**src/rtl/ldpc_pkg.sv**
```systemverilog
// Shared definitions for the QC-LDPC decoder control path: default geometry,
// iteration-controller states and the circulant shift encoding used by the checker.
package ldpc_pkg;

    localparam int R_DEF        = 4;
    localparam int D_DEF        = 8;
    localparam int MAX_ITER_DEF = 16;
    localparam int IT_W_DEF     = 5;

    // One extra bit so the all-ones code cannot collide with a legal shift 0..D-1
    localparam int                  SHIFT_W  = $clog2(D_DEF) + 1;
    localparam logic [SHIFT_W-1:0]  ZERO_BLK = {SHIFT_W{1'b1}};

    typedef enum logic [1:0] {
        IDLE  = 2'd0,
        WAIT  = 2'd1,
        CHECK = 2'd2,
        OUT   = 2'd3
    } state_t;

endpackage

```
**src/rtl/ldpc_iter_ctrl.sv**
```systemverilog
// Iteration controller with early termination: triggers decoder iterations,
// feeds each hard decision to the syndrome checker and hands off the final result.
module ldpc_iter_ctrl
    import ldpc_pkg::*;
#(
    parameter int R        = R_DEF,
    parameter int D        = D_DEF,
    parameter int MAX_ITER = MAX_ITER_DEF,
    parameter int IT_W     = IT_W_DEF
) (
    input  logic              clk,
    input  logic              rst_n,
    input  logic              start,
    output logic              iter_go,
    input  logic              hd_valid,
    input  logic [R*D-1:0]    hd,
    output logic [R*D-1:0]    chk_dec,
    input  logic              chk_res,
    output logic              out_valid,
    input  logic              out_ready,
    output logic [R*D-1:0]    out_data,
    output logic [IT_W-1:0]   out_iters,
    output logic              out_conv,
    output logic              busy
);

    localparam int              W       = R * D;
    localparam logic [IT_W-1:0] MAX_CNT = IT_W'(MAX_ITER);

    state_t            state_r,     state_s;
    logic              iter_go_r,   iter_go_s;
    logic [W-1:0]      chk_dec_r,   chk_dec_s;
    logic [IT_W-1:0]   it_cnt_r,    it_cnt_s;
    logic [IT_W-1:0]   out_iters_r, out_iters_s;
    logic              out_valid_r, out_valid_s;
    logic              out_conv_r,  out_conv_s;
    logic              busy_r;

    // Next-state and next-output decode; every register holds unless a state says otherwise
    always_comb begin
        state_s     = state_r;
        iter_go_s   = 1'b0;
        chk_dec_s   = chk_dec_r;
        it_cnt_s    = it_cnt_r;
        out_iters_s = out_iters_r;
        out_valid_s = out_valid_r;
        out_conv_s  = out_conv_r;
        case (state_r)
            IDLE: begin
                if (start) begin
                    state_s   = WAIT;
                    iter_go_s = 1'b1;
                    it_cnt_s  = {IT_W{1'b0}};
                end else begin
                    state_s = IDLE;
                end
            end
            WAIT: begin
                if (hd_valid) begin
                    chk_dec_s = hd;
                    it_cnt_s  = it_cnt_r + IT_W'(1);
                    state_s   = CHECK;
                end else begin
                    state_s = WAIT;
                end
            end
            CHECK: begin
                // chk_res is settled here because chk_dec was registered on entry
                if (!chk_res) begin
                    out_conv_s  = 1'b1;
                    out_valid_s = 1'b1;
                    out_iters_s = it_cnt_r;
                    state_s     = OUT;
                end else if (it_cnt_r >= MAX_CNT) begin
                    out_conv_s  = 1'b0;
                    out_valid_s = 1'b1;
                    out_iters_s = it_cnt_r;
                    state_s     = OUT;
                end else begin
                    iter_go_s = 1'b1;
                    state_s   = WAIT;
                end
            end
            OUT: begin
                if (out_ready) begin
                    out_valid_s = 1'b0;
                    state_s     = IDLE;
                end else begin
                    state_s = OUT;
                end
            end
            default: begin
                out_valid_s = 1'b0;
                state_s     = IDLE;
            end
        endcase
    end

    // State and output registers
    always_ff @(posedge clk or negedge rst_n) begin
        if (!rst_n) begin
            state_r     <= IDLE;
            iter_go_r   <= 1'b0;
            chk_dec_r   <= {W{1'b0}};
            it_cnt_r    <= {IT_W{1'b0}};
            out_iters_r <= {IT_W{1'b0}};
            out_valid_r <= 1'b0;
            out_conv_r  <= 1'b0;
            busy_r      <= 1'b0;
        end else begin
            state_r     <= state_s;
            iter_go_r   <= iter_go_s;
            chk_dec_r   <= chk_dec_s;
            it_cnt_r    <= it_cnt_s;
            out_iters_r <= out_iters_s;
            out_valid_r <= out_valid_s;
            out_conv_r  <= out_conv_s;
            busy_r      <= (state_s != IDLE);
        end
    end

    assign iter_go   = iter_go_r;
    assign chk_dec   = chk_dec_r;
    assign out_data  = chk_dec_r;
    assign out_iters = out_iters_r;
    assign out_valid = out_valid_r;
    assign out_conv  = out_conv_r;
    assign busy      = busy_r;

endmodule

```
**config.mk**
```make
export PLATFORM = sky130hd
export DESIGN_NAME = ldpc_iter_ctrl
export DESIGN_NICKNAME = d
export VERILOG_FILES = /design/src/rtl/ldpc_pkg.sv /design/src/rtl/ldpc_iter_ctrl.sv
export SDC_FILE = /design/constraint.sdc
export NUM_CORES = 1
export LEC_CHECK = 0
export CORE_MARGIN = 2
export CORE_UTILIZATION = 30
export DETAILED_ROUTE_END_ITERATION = 10
export PLACE_DENSITY = 0.71
export SETUP_SLACK_MARGIN = 0.5
export SYNTH_ARGS = -nofsm -noshare
export SYNTH_HDL_FRONTEND = slang
export SYNTH_SLANG_ARGS = --single-unit
```
**constraint.sdc**
```tcl
create_clock -name clk -period 4.15 [get_ports clk]
set_clock_uncertainty 0.2 [all_clocks]
set_input_delay 0.83 -clock clk [delete_from_list [all_inputs] [get_ports clk]]
set_output_delay 0.83 -clock clk [all_outputs]
set_load 0.005 [all_outputs]
```
==> results.ini <==
[timing]
rsz0062_at_grt = false
drv_slew = 0
worst_pin_slew_ns = 1.06
setup_violations = 0
fmax_mhz = 387
hold_viol = 0
fin_crit_ns = 2.58
tns_ns = 0
worst_slew_margin_rel_pct = 29.4
period_share_pct = 62.2
whs_ns = 0.308

[route]
dr.pass1.iters = 4
routedWlPerCell_um = 12.7
viasPerCell = 4.32
drcViolationCount = 0
initialDrtViolationCount = 25
drt_wl_total_mm = 4.35
ant_nets = 0
vias = 1479

[clock_tree]
htreeDepth = 2
cts.sinks = 48
cts_buffers = 5
clk_pin_slew_worst_paths_ns = 0.09
cts_tree = yes
cts_hold_buf = 0
cts-root-buf = clkbuf_8
cts_setup_buffers = 0
clock_latency_ns = 0.29
ctsResizeCount = 0
clockBufferDepth = 2

[yosys]
synth_commonest_cells = dfrtp_1 (48), mux2_2 (33), buf_4 (32), nand2_1 (8)
synth_area_leaders = dfrtp_1 (55%), mux2_2 (17%), buf_4 (11%)
yosysTopAreaCell = dfrtp_1
synthFlopType = dfrtp_1
synth.cell_area_um2 = 2180
synth_nets = 202
seq_area_frac_synth_pct = 55.2
yosysTopAreaCellShare_pct = 55.2
netlist_instances = 163
synth_seq_cells = 48
synth.most_common_cell = dfrtp_1
ys_warn_count = 0
ys_types = 31
async_flop_share_pct = 100
synth.avg_cell_area_um2 = 13.4
synth-edff-count = 0

[setup_path]
worstSetupEndpointType = flop
crit_arrival_ns = 2.56
critPathMaxFanout = 34
crit_path_start_kind = primary input
crit_required_ns = 4.13
crit_type = in -> reg

[power]
clockPowerShare_pct = 15.2
p_sw_uw = 640
p_seq_share_pct = 36.6
power_frac_comb_pct = 48.2
powerDensity_nw_per_um2 = 736
leakage_uw = 0.00134
swShare_pct = 26.9
irDropWorstVdd_mv = 0.274
intPower_uw = 1740

[layout]
layout-drive-gt1-share_pct = 19.3
fin_nets = 281
fill_cells = 688
fin_util_pct = 45.3
antennaDiodeCount = 0
regArea_um2 = 1200
multi_input_area_um2 = 679
area_growth_pct = 48.4

[place]
place.gp.congestion = 0.691
place_hpwl_mm = 3.21
port_buffers = 110

[floorplanning]
rows = 31
chipHeight_um = 89.2
ios = 111
core_um2 = 7140
die_area_um2 = 7950
fp.dieW_um = 89.2
start_util_pct = 30.5

[min_path]
min-delay-path-class = reg -> reg

[grt]
overflow = 0
grt_first_pass_wirelength_mm = 6.68
antenna_found_initial = 0
grt_max_degree = 49
grt_pass1_vias = 1419
grtUsageTotal_pct = 10.9

[run]
drv_cap = 0

[status]
status = finished, final reports clean

## cell type report
cell class | count | share of cell area (%)
tap | 99 | 3.83
clock buffer | 7 | 2.98
timing repair buffer | 110 | 33.9
inverter | 1 | 0.116
clock inverter | 1 | 0.930
multi-input combinational | 76 | 21.0
sequential | 48 | 37.2
## per-layer routing
layer | vias to the layer above | global-route usage [%] | routed length, um
li1 | 681 | - | -
met1 | 733 | 12.2 | 1700
met2 | 59 | 19.5 | 2250
met3 | 6 | 3.88 | 345
met4 | 0 | 3.26 | 50
met5 | - | 0 | 0
## sequential cells by signal, summed over array words and instances, names as in the netlist
signal / cells
chk_dec: 32
out_iters: 5
out_valid: 1
state_r: 2
busy: 1
it_cnt_r: 5
out_conv: 1
iter_go: 1
## worst max-delay path: stages
cell	delay (ns)
clkdlybuf4s50_1	0.55
and3b_2	0.76
mux2_2	0.41
## power groups by stage
stage	clock network [uW]	registers, uW	logic [uW]
after floorplan	0	856	623
after detailed placement	0	889	1160
after CTS	377	879	1170
after global routing	397	912	1250
after global placement	0	877	1140
final	361	870	1150
## cell families after synthesis
group | count (synthesis) | share of synthesized area [%]
flops | 48 | 55.2
buf+inv | 39 | 13.7
mux | 39 | 20.4
simple gates | 23 | 5.92
compound gates | 12 | 3.85
xor+xnor | 1 | 0.402
fa+ha+maj | 1 | 0.575
## metrics by stage
stage                     power (uW)  setup WS (ns)  cells  instance area, um^2
final                           2380           1.57    342                 3230
after global routing            2560           1.45    342                 3230
after CTS                       2420           1.55    342                 3230
after detailed placement        2050           1.22    334                 3100
after global placement          2020           1.25    334                 3100
after floorplan                 1480           2.26    163                 2180
## worst paths after layout
check | from | endpoint | slack, ns | depth (start not counted)
min in group asynchronous | rst_n | chk_dec[4] | 0.52 | 1
hold reg to reg | it_cnt_r[3] | it_cnt_r[3] | 0.31 | 1
hold / removal | it_cnt_r[3] | it_cnt_r[3] | 0.31 | 1
setup reg to reg | state_r[0] | chk_dec[16] | 2.01 | 2
setup / recovery | hd_valid | chk_dec[16] | 1.57 | 3
max in group asynchronous | rst_n | chk_dec[22] | 2.57 | 1
## layout by cell type (no fill, tap or decap), types with 2 or more instances in the layout
master,instances
mux2i_1,2
dfrtp_1,48
nand4_1,2
nand2b_1,3
a22o_1,3
mux2_2,33
mux2_1,2
mux2_4,2
nor2b_1,2
clkdlybuf4s50_1,109
clkbuf_8,7
a21oi_1,4
nand2_1,8
(Power assumes the default switching activity.)
